<file path="src/rtl/alu_pkg.sv">
// Shared types for the handshaked ALU pipeline: opcode encoding, NZCV flag
// bit positions and FSM state encoding.
package alu_pkg;

    // ALUControl encoding
    typedef enum logic [2:0] {
        OP_ADD = 3'b000,
        OP_SUB = 3'b001,
        OP_AND = 3'b010,
        OP_ORR = 3'b011,
        OP_MUL = 3'b100,
        OP_EOR = 3'b101,
        OP_MVN = 3'b110,
        OP_RSV = 3'b111
    } alu_op_e;

    // NZCV bit positions within ALUFlags
    localparam int FLAG_N = 3;
    localparam int FLAG_Z = 2;
    localparam int FLAG_C = 1;
    localparam int FLAG_V = 0;

    // Control FSM states
    typedef enum logic [1:0] {
        IDLE = 2'b00,
        MUL  = 2'b01,
        HOLD = 2'b10
    } alu_state_e;

endpackage

</file>
<file path="src/rtl/alu_pipe_if.sv">
// Producer/consumer bus of alu_pipe: operand handshake in, result handshake out.
// The slave modport is the ALU side, the master modport the surrounding pipeline.
interface alu_pipe_if #(
    parameter int WIDTH = 32
);
    logic             in_valid;
    logic             in_ready;
    logic [WIDTH-1:0] a;
    logic [WIDTH-1:0] b;
    logic [2:0]       ALUControl;
    logic             out_valid;
    logic             out_ready;
    logic [WIDTH-1:0] ALUResult;
    logic [3:0]       ALUFlags;
    logic             busy;

    modport slave (
        input  in_valid, a, b, ALUControl, out_ready,
        output in_ready, out_valid, ALUResult, ALUFlags, busy
    );

    modport master (
        output in_valid, a, b, ALUControl, out_ready,
        input  in_ready, out_valid, ALUResult, ALUFlags, busy
    );
endinterface

</file>
<file path="src/rtl/alu_mul_iter.sv">
// Iterative shift-add multiplier: one partial product per clock, low WIDTH
// bits of the unsigned product. o_done is asserted during the cycle of the
// final step and o_product then already includes that step, so the caller
// can capture the result on the same edge the last step would complete.
module alu_mul_iter #(
    parameter int WIDTH = 32
) (
    input  logic             i_clk,
    input  logic             i_rst_n,
    input  logic             i_start,
    input  logic [WIDTH-1:0] i_a,
    input  logic [WIDTH-1:0] i_b,
    output logic             o_done,
    output logic [WIDTH-1:0] o_product
);
    localparam int CNT_W = $clog2(WIDTH) + 1;

    logic             r_run;
    logic [CNT_W-1:0] r_cnt;
    logic [WIDTH-1:0] r_mcand;
    logic [WIDTH-1:0] r_mplier;
    logic [WIDTH-1:0] r_acc;
    logic [WIDTH-1:0] w_addend;
    logic [WIDTH-1:0] w_acc_next;

    assign w_addend   = r_mplier[0] ? r_mcand : '0;
    assign w_acc_next = r_acc + w_addend;
    assign o_done     = r_run & (r_cnt == CNT_W'(WIDTH - 1));
    assign o_product  = w_acc_next;

    // Iteration control: run flag and step counter
    always_ff @(posedge i_clk or negedge i_rst_n) begin
        if (!i_rst_n) begin
            r_run <= 1'b0;
            r_cnt <= '0;
        end else if (i_start) begin
            r_run <= 1'b1;
            r_cnt <= '0;
        end else if (r_run) begin
            r_cnt <= r_cnt + 1'b1;
            if (o_done) begin
                r_run <= 1'b0;
            end
        end
    end

    // Operand shifters and accumulator; contents only matter while running
    always_ff @(posedge i_clk) begin
        if (i_start) begin
            r_mcand  <= i_a;
            r_mplier <= i_b;
            r_acc    <= '0;
        end else if (r_run) begin
            r_mcand  <= r_mcand << 1;
            r_mplier <= r_mplier >> 1;
            r_acc    <= w_acc_next;
        end
    end

endmodule

</file>
<file path="src/rtl/alu_pipe.sv">
// Handshaked ALU with a registered result/flags stage. Non-MUL ops complete
// with latency 1 at full throughput; MUL runs on the iterative multiplier.
// Build option: define ALU_MUL_EN to implement MUL (100); without it the
// multiplier is not built, busy is tied 0 and 100 behaves as reserved.
module alu_pipe
    import alu_pkg::*;
#(
    parameter int WIDTH = 32
) (
    input logic       clk,
    input logic       reset,
    alu_pipe_if.slave bus
);
    alu_state_e       r_state;
    logic             r_out_valid;
    logic [WIDTH-1:0] r_result;
    logic [3:0]       r_flags;

    alu_op_e          w_op;
    logic             w_is_sub;
    logic [WIDTH-1:0] w_b_eff;
    logic [WIDTH:0]   w_sum;
    logic [WIDTH-1:0] w_res;
    logic [3:0]       w_flags;
    logic             w_busy;
    logic             w_accept;

    // Pack N/Z from the result together with the supplied C and V
    function automatic logic [3:0] make_flags(input logic [WIDTH-1:0] r,
                                              input logic c, input logic v);
        logic [3:0] f;
        f         = '0;
        f[FLAG_N] = r[WIDTH-1];
        f[FLAG_Z] = (r == '0);
        f[FLAG_C] = c;
        f[FLAG_V] = v;
        return f;
    endfunction

    // Signed overflow: like-signed operands producing a different sign
    function automatic logic add_ovf(input logic [WIDTH-1:0] x, input logic [WIDTH-1:0] y,
                                     input logic [WIDTH-1:0] r);
        return (x[WIDTH-1] == y[WIDTH-1]) & (r[WIDTH-1] != x[WIDTH-1]);
    endfunction

    // Signed overflow of x - y: unlike-signed operands, result sign differs from x
    function automatic logic sub_ovf(input logic [WIDTH-1:0] x, input logic [WIDTH-1:0] y,
                                     input logic [WIDTH-1:0] r);
        return (x[WIDTH-1] != y[WIDTH-1]) & (r[WIDTH-1] != x[WIDTH-1]);
    endfunction

    assign w_op     = alu_op_e'(bus.ALUControl);
    assign w_is_sub = (w_op == OP_SUB);

    // Single shared adder: SUB is a + ~b + 1
    assign w_b_eff  = w_is_sub ? ~bus.b : bus.b;
    assign w_sum    = {1'b0, bus.a} + {1'b0, w_b_eff} + {{WIDTH{1'b0}}, w_is_sub};

`ifdef ALU_MUL_EN
    logic             w_mul_start;
    logic             w_mul_done;
    logic [WIDTH-1:0] w_mul_prod;

    assign w_mul_start = w_accept & (w_op == OP_MUL);
    assign w_busy      = (r_state == MUL);

    alu_mul_iter #(
        .WIDTH (WIDTH)
    ) u_mul (
        .i_clk     (clk),
        .i_rst_n   (reset),
        .i_start   (w_mul_start),
        .i_a       (bus.a),
        .i_b       (bus.b),
        .o_done    (w_mul_done),
        .o_product (w_mul_prod)
    );
`else
    assign w_busy = 1'b0;
`endif

    // Accept when not multiplying and the output slot is empty or draining now
    assign bus.in_ready = reset & ~w_busy & (~r_out_valid | bus.out_ready);
    assign w_accept     = bus.in_valid & bus.in_ready;

    // Single-cycle result and flags; MUL and reserved codes land in default
    always_comb begin
        w_res   = '0;
        w_flags = '0;
        case (w_op)
            OP_ADD: begin
                w_res   = w_sum[WIDTH-1:0];
                w_flags = make_flags(w_res, w_sum[WIDTH], add_ovf(bus.a, bus.b, w_res));
            end
            OP_SUB: begin
                w_res   = w_sum[WIDTH-1:0];
                w_flags = make_flags(w_res, w_sum[WIDTH], sub_ovf(bus.a, bus.b, w_res));
            end
            OP_AND: begin
                w_res   = bus.a & bus.b;
                w_flags = make_flags(w_res, 1'b0, 1'b0);
            end
            OP_ORR: begin
                w_res   = bus.a | bus.b;
                w_flags = make_flags(w_res, 1'b0, 1'b0);
            end
            OP_EOR: begin
                w_res   = bus.a ^ bus.b;
                w_flags = make_flags(w_res, 1'b0, 1'b0);
            end
            OP_MVN: begin
                w_res   = ~bus.b;
                w_flags = make_flags(w_res, 1'b0, 1'b0);
            end
            default: begin
                w_res   = '0;
                w_flags = '0;
            end
        endcase
    end

    // Control FSM with the registered result/flags output stage
    always_ff @(posedge clk or negedge reset) begin
        if (!reset) begin
            r_state     <= IDLE;
            r_out_valid <= 1'b0;
            r_result    <= '0;
            r_flags     <= '0;
        end else begin
            case (r_state)
                IDLE, HOLD: begin
                    if (r_out_valid && bus.out_ready) begin
                        r_out_valid <= 1'b0;
                        r_state     <= IDLE;
                    end else if (r_out_valid) begin
                        r_state     <= HOLD;
                    end
                    if (w_accept) begin
`ifdef ALU_MUL_EN
                        if (w_op == OP_MUL) begin
                            r_state <= MUL;
                        end else
`endif
                        begin
                            r_result    <= w_res;
                            r_flags     <= w_flags;
                            r_out_valid <= 1'b1;
                            r_state     <= bus.out_ready ? IDLE : HOLD;
                        end
                    end
                end
`ifdef ALU_MUL_EN
                MUL: begin
                    if (w_mul_done) begin
                        r_result    <= w_mul_prod;
                        r_flags     <= make_flags(w_mul_prod, 1'b0, 1'b0);
                        r_out_valid <= 1'b1;
                        r_state     <= bus.out_ready ? IDLE : HOLD;
                    end
                end
`endif
                default: begin
                    r_state <= IDLE;
                end
            endcase
        end
    end

    assign bus.out_valid = r_out_valid;
    assign bus.ALUResult = r_result;
    assign bus.ALUFlags  = r_flags;
    assign bus.busy      = w_busy;

endmodule
</file>
<file path="src/flat_wrapper.sv">
// flat-port wrapper written by rule: the top's interface ports become plain ports
module alu_pipe_flat import alu_pkg::*;
#(
    parameter int WIDTH = 32
)
  (clk, reset, bus_in_valid, bus_a, bus_b, bus_ALUControl, bus_out_ready, bus_in_ready, bus_out_valid, bus_ALUResult, bus_ALUFlags, bus_busy);
  alu_pipe_if #(.WIDTH(WIDTH)) bus_i ();
  input logic clk;
  input logic reset;
  input wire logic [$bits(bus_i.in_valid)-1:0] bus_in_valid;
  input wire logic [$bits(bus_i.a)-1:0] bus_a;
  input wire logic [$bits(bus_i.b)-1:0] bus_b;
  input wire logic [$bits(bus_i.ALUControl)-1:0] bus_ALUControl;
  input wire logic [$bits(bus_i.out_ready)-1:0] bus_out_ready;
  output wire logic [$bits(bus_i.in_ready)-1:0] bus_in_ready;
  output wire logic [$bits(bus_i.out_valid)-1:0] bus_out_valid;
  output wire logic [$bits(bus_i.ALUResult)-1:0] bus_ALUResult;
  output wire logic [$bits(bus_i.ALUFlags)-1:0] bus_ALUFlags;
  output wire logic [$bits(bus_i.busy)-1:0] bus_busy;
  assign bus_i.in_valid = bus_in_valid;
  assign bus_i.a = bus_a;
  assign bus_i.b = bus_b;
  assign bus_i.ALUControl = bus_ALUControl;
  assign bus_i.out_ready = bus_out_ready;
  assign bus_in_ready = bus_i.in_ready;
  assign bus_out_valid = bus_i.out_valid;
  assign bus_ALUResult = bus_i.ALUResult;
  assign bus_ALUFlags = bus_i.ALUFlags;
  assign bus_busy = bus_i.busy;
  alu_pipe #(.WIDTH(WIDTH)) u_core (.clk(clk), .reset(reset), .bus(bus_i));
endmodule
</file>
<file path="config.mk">
export PLATFORM = sky130hd
export DESIGN_NAME = alu_pipe_flat
export DESIGN_NICKNAME = d
export VERILOG_FILES = /design/src/rtl/alu_pkg.sv /design/src/rtl/alu_pipe_if.sv /design/src/rtl/alu_mul_iter.sv /design/src/rtl/alu_pipe.sv /design/src/flat_wrapper.sv
export SDC_FILE = /design/constraint.sdc
export NUM_CORES = 1
export LEC_CHECK = 0
export ABC_CLOCK_PERIOD_IN_PS = 5000
export BUFFER_PORTS_ARGS = -buffer_cell sky130_fd_sc_hd__buf_2
export CORE_ASPECT_RATIO = 2
export CORE_MARGIN = 3
export CORE_UTILIZATION = 30
export CTS_CLUSTER_SIZE = 40
export DETAILED_ROUTE_END_ITERATION = 12
export RECOVER_POWER = 25
export SYNTH_ARGS = -nofsm -noshare
export SYNTH_HDL_FRONTEND = slang
export SYNTH_SLANG_ARGS = --single-unit
</file>
<file path="constraint.sdc">
create_clock -name clk -period 5 [get_ports clk]
set_input_delay 0.75 -clock clk [delete_from_list [all_inputs] [get_ports clk]]
set_output_delay 0.75 -clock clk [all_outputs]
set_load 0.01 [all_outputs]
</file>
## After elaboration in Yosys (flattened, before gate mapping)

Index checks and enable logic that the tools add are counted.

| word-level totals | value |
|---|---|
| input bits | 71 |
| output and inout port bits | 39 |
| bits in registers | 39 |
| logic and storage cells | 49 |

| cells by class | value |
|---|---|
| add/sub/neg operators | 2 |
| reduce and logical (&&, ||, !) cells | 13 |
| bitwise gates (word level) | 10 |
| equality and inequality tests | 10 |
| mux-type cells | 10 |

Operator list:

| cell | number |
|---|---|
| 32-bit logical NOT | 5 |
| 32-bit case mux with 5 select lines | 1 |
| 32-bit by 32-bit adder with 33-bit output | 1 |
| 33-bit by 1-bit adder with 33-bit output | 1 |
| 32-bit AND | 1 |
| 32-bit 2-to-1 mux | 1 |
| 32-bit NOT | 1 |
| 32-bit OR | 1 |
| 32-bit XOR | 1 |
| 4-bit case mux with 6 select lines | 1 |
| 2-bit 2-to-1 mux | 5 |
| 3-bit by 2-bit == test with 1-bit output, second input constant | 2 |
| 3-bit == test, second input constant | 2 |
| 1-bit AND | 4 |
| 4-bit by 1-bit != test with 1-bit output, second input constant | 1 |
| 2-bit AND reduction | 2 |
| 2-bit OR reduction | 2 |
| 3-bit by 1-bit == test with 1-bit output, second input constant | 1 |
| 3-bit logical NOT | 1 |
| 2-bit == test, second input constant | 1 |
| 2-bit logical NOT | 1 |
| 1-bit 2-to-1 mux | 2 |
| 1-bit != test | 2 |
| 2-bit nonzero test | 1 |
| other kinds (4) | 4 |

## Depth between registers and ports, before layout

Gate-level depths: netlist of run 1.

| depth | value |
|---|---|
| depth after elaboration | 7 |
| depth in mapped cells | 18 |
| gate-level depth less buffers | 14 |

## Least setup slack after synthesis of run 1

Ideal clock, no wire load.

| timing | value |
|---|---|
| path kind | input to register |
| start point | in bus_ALUControl[1] |
| end point | reg u_core.r_flags[2] (netlist: u_core.bus.ALUFlags[2]) |
| data arrival time | 4.071 ns |
| data required time | 4.924 ns |
| library setup time | 0.076 ns |
| path slack | 0.853 ns |
| path buffers | 5 |
| stages | 18 |
| cells stage by stage | clkbuf_1 > nor2_1 > clkbuf_1 > and2_1 > clkbuf_1 > buf_2 > xnor2_1 > ha_1 > buf_6 > a21oi_2 > nand2_2 > nor3_4 > o2111ai_2 > a2111oi_2 > nor3b_1 > a2111oi_2 > nand4_1 > o21ai_1 |

| between the ends | value |
|---|---|
| word-level cells in the longest chain between the ends | 6 |
| elaborated cells on any way between the ends | 11 |
| those cells by class | add/sub (2); eq/ne (5); mux (2); reduce/logical (2) |

RTL lines:

| element | RTL line | source |
|---|---|---|
| start, declared | flat_wrapper.sv:13 | `input wire logic [$bits(bus_i.ALUControl)-1:0] bus_ALUControl;` |
| 3-bit by 1-bit == test with 1-bit output | alu_pipe.sv:53, alu_pipe.sv:90 |  |
| 32-bit 2-to-1 mux | alu_pipe.sv:56 | `assign w_b_eff = w_is_sub ? ~bus.b : bus.b;` |
| 32-bit by 32-bit adder with 33-bit output | alu_pipe.sv:57 | `assign w_sum = {1'b0, bus.a} + {1'b0, w_b_eff} + {{WIDTH{1'b0}}, w_is_sub};` |
| 33-bit by 1-bit adder with 33-bit output | alu_pipe.sv:57 |  |
| 32-bit logical NOT | alu_pipe.sv:34 | `f[FLAG_Z] = (r == '0);` |
| 4-bit case mux with 6 select lines (*) | alu_pipe.sv:90 | `case (w_op)` |
| end signal, assigned | alu_pipe.sv:146 | `r_flags <= w_flags;` |
| end, declared | alu_pipe.sv:17 | `logic [3:0] r_flags;` |

Mark *: on every way between the ends. The rest lies on a longest branch, timed or not.
A chain may end at the register's enable or synchronous reset.

## Final worst setup path of run 1

Ends and elaborated chain as after synthesis.

==> results of run 1 <==
[per-layer routing]
layer,global-route usage,part of all wire,up-vias
met2,0.415,0.52,250
li1,-,-,3061
met3,0.0277,0.044,110
met5,0,0,-
met4,0.211,0.10,0
met1,0.225,0.34,3096
[placed cells by master (no fill, tap or decap), types with 12 or more instances in the layout]
master | synthesis | layout
o21ai_1 | 12 | 12
ha_1 | 98 | 98
nor2_1 | 58 | 56
a211oi_1 | 19 | 19
o21ai_0 | 43 | 43
nand2_1 | 58 | 57
nor3_1 | 13 | 13
a21oi_1 | 56 | 56
nand3_1 | 15 | 14
inv_1 | 73 | 73
nor4_1 | 18 | 18
buf_2 | 7 | 108
a22oi_1 | 12 | 12
o22ai_1 | 18 | 18
dfrtp_1 | 36 | 36
nand4_1 | 27 | 27
xnor2_1 | 43 | 43
[cell families after synthesis]
family / share of synthesized area
xor gates and xnor gates: 0.0786
other: 0.000614
muxes: 0.0139
and+or+nand+nor: 0.183
DFF: 0.147
adders and majority gates: 0.204
AOI/OAI and AO/OA: 0.293
buffers and inverters: 0.0795
[report_power, final]
group | internal (mW) | switching [mW] | total, mW | leakage [nW]
sequential | 0.347 | 0.0367 | 0.384 | 0.467
clock | 0.236 | 0.152 | 0.387 | 0.0808
combinational | 0.342 | 0.583 | 0.925 | 2.65
total | 0.925 | 0.771 | 1.70 | 3.19
[final cells by class]
class / count / share of cell area
Clock buffer: 6 / 0.0184
Clock inverter: 2 / 0.00500
Inverter: 74 / 0.0396
Multi-Input combinational cell: 634 / 0.677
Sequential cell: 36 / 0.129
Tap cell: 262 / 0.0468
Timing Repair Buffer: 115 / 0.0846
[registers in the layout, summed over array words and instances (netlist names)]
register,count
u_core.bus.out_valid,1
u_core.bus.ALUResult,32
u_core.bus.ALUFlags,3
[Yosys cell counts, drive strengths merged (12+ instances only)]
library cell	count	share of area
a22oi	12	0.015
ha	98	0.20
nand2	59	0.037
o22ai	18	0.018
nor3	14	0.013
xnor2	44	0.064
o21ai	58	0.051
nand3	15	0.012
a211oi	20	0.025
inv	73	0.045
nor4	19	0.020
nand4	28	0.031
dfrtp	36	0.15
clkbuf	29	0.018
a21oi	60	0.053
nor2	58	0.036
buf	14	0.016
[through the flow]
step,power [mW],std cells,hold WS [ns]
CTS,1.69,1129,0.480
finish,1.70,1129,0.470
detailed placement,1.30,1121,0.463
floorplan,0.976,787,0.454
global route,1.79,1129,0.510
global placement,1.30,1121,0.461
[worst paths after layout]
kind,cells after the start,end,startpoint
worst max-delay path,15,u_core.bus.ALUFlags[2],bus_ALUControl[1]
worst min-delay path,2,u_core.bus.ALUResult[0],u_core.bus.ALUResult[0]
worst max register to register,9,u_core.bus.ALUFlags[2],u_core.bus.out_valid
worst min register to register,2,u_core.bus.ALUResult[0],u_core.bus.ALUResult[0]
max in group asynchronous,2,u_core.bus.ALUResult[16],reset
min in group asynchronous,2,u_core.bus.ALUResult[2],reset
[worst reg2reg max path, cell delays in order (launching register included)]
cell	delay [ns]
dfrtp_1	0.38
nand2b_1	0.08
and2_1	0.15
nand2_2	0.08
a31o_2	0.41
a2111oi_0	0.49
nand3b_1	0.17
nor4_2	0.29
nand4_1	0.12
o21ai_1	0.14
==> summary.md, run 1 <==
| Metric | Value |
|---|---|
| Gate Count Post-Synth | 787 |
| # Max-Cap Violations | 0 |
| Routed wire per std cell | 22.8 µm |
| Via count of the routed design | 6,517 |
| DP HPWL | 21,200 µm |
| DRC | 0 |
| Setup crit start kind | input pin |
| CTS tree | done |
| Synth Flop Type | dfrtp_1 |
| Unique masters post-synth | 82 |
| Fin nets | 1,036 |
| Routed Antenna Nets | 0 |
| Synth Register Bits | 36 |
| Post-CTS Setup Bufs | 0 |
| Initial DRC count | 406 |
| Total global routing overflow | 0 |
| Total CTS buffers | 5 |
| Worst Skew | 0.00539 ns |
| Reg2reg setup slack | 2.65 ns |
| Setup TNS Final | 0 ns |
| Fmax | 0.251 GHz |
| Clock Path Buffers | 2 |
| Post-CTS resize count | 0 |
| PD cells | 242 nW/µm² |
| Final worst path period need | 3.99 ns |
| Initial Util | 0.307 |
| Post-Syn Area | 6110 µm² |
| Worst-Margin Slew | 0.988 ns |
| Root Driver | clkbuf_16 |
| Vias in the first global route | 6,848 |
| I/O pin count | 110 |
| Share of layout cells above drive strength 1 | 0.187 |
| Area occupied by registers | 901 µm² |
| Async SR Flop Fraction | 1.00 |
| GPL Wtd Cong | 0.962 |
| Pin count of the biggest net entering global routing | 52 |
| P_leak | 3.19 nW |
| TritonRoute pass-1 iters | 7 |
| Buf/Inv on CP | 2 |
| Clk_lat worst skew | 0.30 ns |
| Post-synthesis sequential area ratio | 0.147 |
| Total track usage | 0.232 |
| Slowest-stage cell, CP | a211oi_1 |
| RSZ-0062 raised after global routing | false |
| Final period utilization | 0.797 |
| CP cell instances | buf_2, nor2_1, and2_2, buf_4, xnor2_1, ha_1, a21oi_1, o21ai_0, a21oi_1, o21ai_4, a211oi_1, o21bai_1, xnor2_1, nand3_1, o21ai_1 |
| CP max stage delay | 0.39 ns |
| Cell family with most CP delay | compound AO/OA/AOI/OAI gates |
| Outcome | finished, final reports clean |
| # rows | 73 |
| CTS sink cnt | 36 |
| Post-Syn Nets | 957 |
| Vias/cell | 5.77 |
| H-tree Lvls | 2 |
| Synth warnings | 0 |
| Area of the multi-input gates | 4750 µm² |
| Area of placed instances | 6850 µm² |
| Critical Path End Type | flop |
| Crit path kind | in2reg |
| Initial antenna violation count | 0 |
| Chip height | 208 µm |
| WP data required | 5.23 ns |
| First-pass GRT wire length | 39,300 µm |
| Fillers | 2,221 |
| Detailed Route WL | 25,800 µm |
| Worst slack at placement | 0.773 ns |
| HP Class | reg2reg |
| Peak supply drop | 0.115 mV |
| Core Area | 19,900 µm² |
| Slew Viols, Final | 0 |
| Syn_area_per_cell | 7.76 µm² |
| # setup viols final | 0 |
| CTS Hold Bufs | 0 |
| WP data arrival | 4.22 ns |
| N_diodes | 0 |
| IO buf count | 108 |
| Rel. slew slack | 0.340 |
| Post-route setup slack | 1.01 ns |
| Hold Fails Final Rpt | 0 |
| Die X | 107 µm |
| Full die area | 22,200 µm² |
| Crit-path max FO | 13 |
| EDFF count, synth | 0 |
| P&R area growth vs syn | 14.7% |
| Final instance area | 7010 µm² |
| Finished Core Util | 0.352 |
| Reg clk slew, reported paths | 0.07 ns |
(Power assumes the default switching activity.)
==> run 2, diff against run 1 <==
--- a/config.mk
+++ b/config.mk
@@ -5,7 +5,8 @@
 export SDC_FILE = /design/constraint.sdc
 export NUM_CORES = 1
 export LEC_CHECK = 0
-export ABC_CLOCK_PERIOD_IN_PS = 5000
+export ABC_AREA = 1
+export ABC_CLOCK_PERIOD_IN_PS = 3250
 export BUFFER_PORTS_ARGS = -buffer_cell sky130_fd_sc_hd__buf_2
 export CORE_ASPECT_RATIO = 2
 export CORE_MARGIN = 3
==> constraint.sdc (replaced) <==
create_clock -name clk -period 3.25 [get_ports clk]
set_input_delay 0.4875 -clock clk [delete_from_list [all_inputs] [get_ports clk]]
set_output_delay 0.4875 -clock clk [all_outputs]
set_load 0.01 [all_outputs]
==> summary.md, run 2 <==
| Metric | Value |
|---|---|
| Synth Flop Type | dfrtp_1 |
| CTS sink cnt | 36 (unchanged) |
| Most frequent cells in the layout | 284 x nand2_1, 149 x inv_1, 107 x buf_2, 98 x ha_1, 74 x nor2_1 |
| Async SR Flop Fraction | 1.00 (unchanged) |
| Rel. slew slack | -0.274 (-0.614) |
| Commonest cells in the netlist | 285 x nand2_1, 149 x inv_1, 98 x ha_1 |
| GPL Wtd Cong | 0.984 (+2.2%) |
| Final worst path period need | 3.04 ns |
| Yosys top cell by area | ha_1 |
| Sw power | 1.16 mW (+51%) |
| R2R cell count | 7 (-2) |
| Final worst hold slack | 0.392 ns (-0.0778 ns) |
| Max FFs per register | 32 (unchanged) |
| Via count of the routed design | 7,216 (+11%) |
| # rows | 74 (+1.4%) |
| Chip height | 210 µm (+1.0%) |
| Vias/cell | 5.09 (-12%) |
| Synth Register Bits | 36 (unchanged) |
| Initial DRC count | 364 (-10%) |
| Slowest-stage cell, CP | ha_1 |
| Cell family with most CP delay | simple AND/OR/NAND/NOR gates |
| Outcome | complete, but fails checks |
| Internal power component | 1.47 mW (+59%) |
| Count leader, synth | nand2_1 |
| Post-Syn Area | 6240 µm² (+2.1%) |
| Crit-path max FO | 11 (-2) |
| Fillers | 2,279 (+2.6%) |
| CP dominant cell by count | nand2_1 |
| WP data arrival | 3.27 ns (-0.95 ns) |
| Slew Viols, Final | 37 (+37) |
| Initial Util | 0.305 (-0.00202) |
| I/O pin count | 110 (unchanged) |
| PD cells | 339 nW/µm² (+40%) |
| Critical Path Stages | 24 (+9) |
| Routed wire per std cell | 18.9 µm (-17%) |
| N_diodes | 0 (unchanged) |
| Share of the synthesized area in the top cell type | 0.197 (-0.00411) |
| Critical Path End Type | flop |
| Full die area | 22,700 µm² (+2.0%) |
| Worst Skew | 0.00763 ns (+0.00224 ns) |
| Failing checks | capacitance limit, slew limit |
| TritonRoute pass-1 iters | 6 (-1) |
| P_leak | 4.28 nW (+34%) |
| Detailed Route WL | 26,800 µm (+4.0%) |
| Reg clk slew, reported paths | 0.06 ns (about the same) |
| Hold Fails Final Rpt | 0 (unchanged) |
| DP Cell Count | 1,411 (+26%) |
| Synth warnings | 0 (unchanged) |
| Synth area leaders | ha_1 20%, nand2_1 17%, dfrtp_1 14% |
| Fin nets | 1,322 (+28%) |
| Total track usage | 0.235 (+0.00300) |
| Crit path kind | in2reg |
| Sequential share of power | 0.222 (-0.004) |
| EDFF count, synth | 0 (unchanged) |
| First-pass GRT wire length | 40,200 µm (+2.3%) |
| Post-Syn Nets | 1,162 (+21%) |
| Gate Count Post-Synth | 992 (+26%) |
| CTS Hold Bufs | 0 (unchanged) |
| H-tree Lvls | 2 (unchanged) |
| RSZ-0062 raised after global routing | false |
| Cell depth of the worst hold path | 2 (unchanged) |
| # Max-Cap Violations | 1 (+1) |
| Syn_area_per_cell | 6.29 µm² (-19%) |
| Clk_lat worst skew | 0.29 ns (about the same) |
| Most common cell after layout, fill and taps aside | nand2_1 |
| P&R area growth vs syn | 24.5% |
| Clock Path Buffers | 2 (unchanged) |
| Root Driver | clkbuf_16 |
| DRC | 0 (unchanged) |
| Switch share | 0.442 (-0.0124) |
| Buf/Inv on CP | 5 (+3) |
| CTS tree | done |
| Routed Antenna Nets | 0 (unchanged) |
| Setup TNS Final | 0 ns (unchanged) |
| IO buf count | 108 (unchanged) |
| Share of layout cells above drive strength 1 | 0.181 (-0.00558) |
| # setup viols final | 0 (unchanged) |
| Fmax | 0.329 GHz |
| DP HPWL | 23,400 µm (+11%) |
| CP max stage delay | 0.34 ns (-0.05 ns) |
| Unique masters post-synth | 40 (-51%) |
| CP cell instances | buf_2, inv_1, nand3_4, buf_12, buf_12, xor2_1, ha_1, nand2_1, inv_1, nand2_1, nand2_1, a21oi_1, nand3_1, nand2_1, nand2_1, nor2_1, nand2_1, nor2_1, nand2_1, nor2_1, nand2_1, nand2_1, nand2_1, nand2_1 |
| Total CTS buffers | 5 (unchanged) |
| Pin count of the biggest net entering global routing | 37 (-29%) |
| Post-CTS Setup Bufs | 0 (unchanged) |
| Peak supply drop | 0.253 mV (+120%) |
| Setup crit start kind | input pin |
| HP Class | in2reg |
| Vias in the first global route | 7,375 (+7.7%) |
| Die X | 108 µm (+0.98%) |
| Post-CTS resize count | 0 (unchanged) |
| Comb pwr share | 0.570 (+0.025) |
| Core Area | 20,500 µm² (+2.8%) |
| Worst-Margin Slew | 1.91 ns (+0.923 ns) |
| Initial antenna violation count | 0 (unchanged) |
| Final Non-Filler Cells | 1,419 (+26%) |
| Final period utilization | 0.936 |
| Post-synthesis sequential area ratio | 0.144 (-0.00302) |
| Clock power share | 0.208 (-0.020) |
| Total global routing overflow | 0 (unchanged) |
| WP data required | 3.48 ns (-1.75 ns) |
-- run 2: cell count changes after synthesis, moves of 10 or more --
| cell | previous run | this run |
|---|---|---|
| nand4_1 | 27 | 17 |
| a221o_1 | 10 | 0 |
| nand2_1 | 58 | 285 |
| xnor2_1 | 43 | 2 |
| nand3_1 | 15 | 41 |
| o21ai_1 | 12 | 0 |
| xor2_1 | 10 | 39 |
| a211oi_1 | 19 | 3 |
| a21oi_1 | 56 | 45 |
| inv_1 | 73 | 149 |
| clkbuf_1 | 29 | 14 |
| nor2_1 | 58 | 78 |
-- run 2: logic make-up after synthesis --
logic type / share of synthesized area
flip-flops: 0.144
AND/OR/NAND/NOR: 0.327
XOR/XNOR: 0.0576
adder cells (fa/ha/maj): 0.200
buffers and inverters: 0.109
other: 0.000601
AO/OA/AOI/OAI: 0.162
-- run 2: per-stage QoR --
stage / util / setup slack, ns / cell area (µm²) / power [mW]
after global placement: 0.370 / -0.140 / 7570 / 2.06
after detailed placement: 0.370 / -0.149 / 7570 / 2.07
after global routing: 0.379 / 0.0130 / 7760 / 2.82
final: 0.379 / 0.209 / 7760 / 2.63
after CTS: 0.378 / 0.145 / 7740 / 2.63
after floorplan: - / 0.422 / 6240 / 1.41
-- run 2: final timing paths --
kind / slack, ns / to / startpoint
worst max register to register: 1.45 / u_core.bus.ALUResult[23] / u_core.bus.out_valid
worst min register to register: 0.47 / u_core.bus.ALUResult[11] / u_core.bus.ALUResult[11]
max in group asynchronous: 1.15 / u_core.bus.ALUResult[27] / reset
worst max-delay path: 0.21 / u_core.bus.ALUFlags[2] / bus_ALUControl[1]
min in group asynchronous: 0.99 / u_core.bus.ALUResult[5] / reset
worst min-delay path: 0.39 / u_core.bus.out_valid / bus_out_ready
-- run 2: power groups by stage --
stage	Sequential (mW)	Clock, mW	Combinational, mW
finish	0.583	0.548	1.50
global route	0.593	0.577	1.64
CTS	0.585	0.563	1.48
detailed placement	0.591	0	1.48
global placement	0.591	0	1.47
floorplan	0.621	0	0.787
-- run 2: per-layer routing --
metal  wire length, µm  vias to the layer above  GRT usage
met1              9420                     3252      0.233
met2             14100                      262      0.443
met5                 0                        -          0
met4              2380                        0      0.181
li1                  -                     3602          -
met3               893                      100     0.0102
-- run 2: final cells by class --
cell class | instances | area, µm² | area share
flip-flops and latches | 36 | 901 | 0.116
repair buffers | 179 | 1110 | 0.142
well taps | 266 | 333 | 0.0429
inverters | 151 | 567 | 0.0730
multi-input cells | 779 | 4690 | 0.604
clock inverters | 3 | 42.5 | 0.00548
clock buffers | 5 | 125 | 0.0161
==> run 3, diff against run 2 <==
--- a/config.mk
+++ b/config.mk
@@ -10,9 +10,11 @@
 export BUFFER_PORTS_ARGS = -buffer_cell sky130_fd_sc_hd__buf_2
 export CORE_ASPECT_RATIO = 2
 export CORE_MARGIN = 3
-export CORE_UTILIZATION = 30
+export CORE_UTILIZATION = 53
+export CTS_CLUSTER_DIAMETER = 100
 export CTS_CLUSTER_SIZE = 40
 export DETAILED_ROUTE_END_ITERATION = 12
+export PLACE_DENSITY = 0.79
 export RECOVER_POWER = 25
 export SYNTH_ARGS = -nofsm -noshare
 export SYNTH_HDL_FRONTEND = slang
==> summary.md, run 3 (synthesis results as in run 2) <==
| Metric | Value |
|---|---|
| Total global routing overflow | 0 (unchanged) |
| IO buf count | 108 (unchanged) |
| GPL Wtd Cong | 1.01 (+2.3%) |
| Routed Antenna Nets | 0 (unchanged) |
| Core Area | 11,400 µm² (-44%) |
| Clk_lat worst skew | 0.28 ns (about the same) |
| Detailed Route WL | 24,000 µm (-10%) |
| Crit-path max FO | 9 (-2) |
| Routed wire per std cell | 18.7 µm (-0.81%) |
| Crit path kind | in2reg |
| Critical Path Start | bus_ALUControl[1] |
| Reg clk slew, reported paths | 0.05 ns (about the same) |
| Vias/cell | 5.84 (+15%) |
| CTS sink cnt | 36 (unchanged) |
| TritonRoute pass-1 iters | 5 (-1) |
| H-tree Lvls | 2 (unchanged) |
| DRC | 0 (unchanged) |
| CP cell instances | buf_2, inv_1, nand3_4, buf_4, xor2_1, ha_1, a21oi_4, nor2_1, nor2_1, nand2_1, nand2_1, nand2_1, a21oi_1, inv_1, nand2_1, nand2_1, nand3_1, nor2_1, nand2_1, nand2_1, nand2_1, nand2_1 |
| Worst-Margin Slew | 1.83 ns (-0.0805 ns) |
| Initial DRC count | 707 (+94%) |
| HP Class | in2reg |
| Reg2reg setup slack | 1.45 ns (about the same) |
| Die X | 82.7 µm (-23%) |
| Most common cell after layout, fill and taps aside | nand2_1 |
| Buf/Inv on CP | 4 (-1) |
| # Max-Cap Violations | 1 (unchanged) |
| Share of layout cells above drive strength 1 | 0.170 (-0.0111) |
| Area of placed instances | 7300 µm² (-3.7%) |
| Pin count of the biggest net entering global routing | 37 (unchanged) |
| Outcome | complete, but fails checks |
| Worst setup path end | u_core.bus.ALUFlags[2] |
| Chip height | 159 µm (-24%) |
| Peak supply drop | 0.547 mV (+120%) |
| CP max stage delay | 0.37 ns (+0.03 ns) |
| Cell family with most CP delay | simple AND/OR/NAND/NOR gates |
| Initial antenna violation count | 0 (unchanged) |
| Total CTS buffers | 5 (unchanged) |
| Root Driver | clkbuf_16 |
| # setup viols final | 0 (unchanged) |
| WP data required | 3.42 ns (-0.06 ns) |
| RSZ-0062 raised after global routing | false |
| RR Startpoint | u_core.bus.out_valid |
| P&R area growth vs syn | 19.9% |
| WP data arrival | 3.21 ns (-0.06 ns) |
| Worst Skew | 0.00243 ns (-0.00520 ns) |
| R2R cell count | 7 (unchanged) |
| PD cells | 344 nW/µm² (+1.5%) |
| Rel. slew slack | -0.220 (+0.0537) |
| Slew Viols, Final | 37 (unchanged) |
| Finished Core Util | 0.655 (+0.276) |
| First-pass GRT wire length | 37,200 µm (-7.5%) |
| Critical Path Stages | 22 (-8.3%) |
| Max FFs per register | 32 (unchanged) |
| Vias in the first global route | 7,350 (-0.34%) |
| N_diodes | 0 (unchanged) |
| Fmax | 0.330 GHz (+0.21%) |
| CP dominant cell by count | nand2_1 |
| CTS tree | done |
| Full die area | 13,200 µm² (-42%) |
| # rows | 55 (-26%) |
| DP HPWL | 20,300 µm (-13%) |
| Final worst path period need | 3.03 ns (-0.00640 ns) |
| Post-CTS Setup Bufs | 0 (unchanged) |
| Via count of the routed design | 7,492 (+3.8%) |
| Fillers | 1,181 (-48%) |
| Clock Path Buffers | 2 (unchanged) |
| I/O pin count | 110 (unchanged) |
| Fin nets | 1,309 (-0.98%) |
| Critical Path End Type | flop |
| Final period utilization | 0.934 (-0.00197) |
| Initial Util | 0.546 (+0.241) |
| P_leak | 4.20 nW (-1.8%) |
| Setup crit start kind | input pin |
| Failing checks | capacitance limit, slew limit |
| Hold Fails Final Rpt | 0 (unchanged) |
| Most frequent cells in the layout | 283 x nand2_1, 149 x inv_1, 107 x buf_2, 98 x ha_1, 76 x nor2_1 |
| Final instance area | 7480 µm² (-3.6%) |
| End of the worst register-to-register path | u_core.bus.ALUResult[30] |
| Total track usage | 0.368 (+0.134) |
| Slowest-stage cell, CP | ha_1 |
==> run 3: changes by cell type in the layout (fill, tap and decap cells not counted), moves of 2 or more <==
cell	change
buf_4	-11
buf_12	-2
o21ai_1	-2
o21ai_0	+2
nor2_1	+2
==> run 3: layout make-up <==
type	count	area, µm²	share of cell area
flip-flops and latches	36	901	0.120
well taps	142	178	0.0237
repair buffers	166	983	0.131
clock buffers	6	129	0.0172
clock inverters	2	35.0	0.00468
multi-input cells	779	4690	0.627
inverters	151	567	0.0758
==> run 3: worst min-delay path by stage <==
stage                              from                  endpoint  depth (start not counted)
2_1_floorplan                     reset    u_core.bus.ALUFlags[0]                          0
3_3_place_gp   u_core.bus.ALUResult[14]  u_core.bus.ALUResult[14]                          1
3_5_place_dp    u_core.bus.ALUResult[4]   u_core.bus.ALUResult[4]                          2
4_1_cts                           reset   u_core.bus.ALUResult[4]                          2
5_1_grt                   bus_out_ready      u_core.bus.out_valid                          2
6_report                  bus_out_ready      u_core.bus.out_valid                          2
==> run 3: what timing repair did <==
| item | in CTS | in global routing |
|---|---|---|
| setup endpoints to repair | 0 | 2 |
| resized for setup | 0 | 7 |
| hold buffers | 0 | 0 |
==> run 3: power by group <==
| part | switching (mW) | internal (mW) |
|---|---|---|
| combinational | 0.899 | 0.550 |
| sequential | 0.0439 | 0.531 |
| clock | 0.188 | 0.361 |
| total | 1.13 | 1.44 |
==> run 3: stage by stage <==
| step | total power [mW] | worst slack, ns | TNS [ns] | instances | hold slack, ns |
|---|---|---|---|---|---|
| 5_1_grt | 2.75 | 0.00479 | 0 | 1282 | 0.433 |
| 3_5_place_dp | 1.99 | -0.0896 | -0.150 | 1274 | 0.461 |
| 6_report | 2.57 | 0.215 | 0 | 1282 | 0.407 |
| 4_1_cts | 2.54 | 0.192 | 0 | 1282 | 0.356 |
| 3_3_place_gp | 1.98 | -0.0555 | -0.0677 | 1274 | 0.453 |
| 2_1_floorplan | 1.41 | 0.422 | 0 | 992 | 0.192 |
==> run 3: layer usage <==
layer	routed length, µm	vias up	GRT usage	part of all wire
met4	2070	0	0.257	0.086
met2	11900	398	0.634	0.50
li1	-	3575	-	-
met3	1670	118	0.0351	0.069
met5	0	-	0	0
met1	8390	3401	0.404	0.35
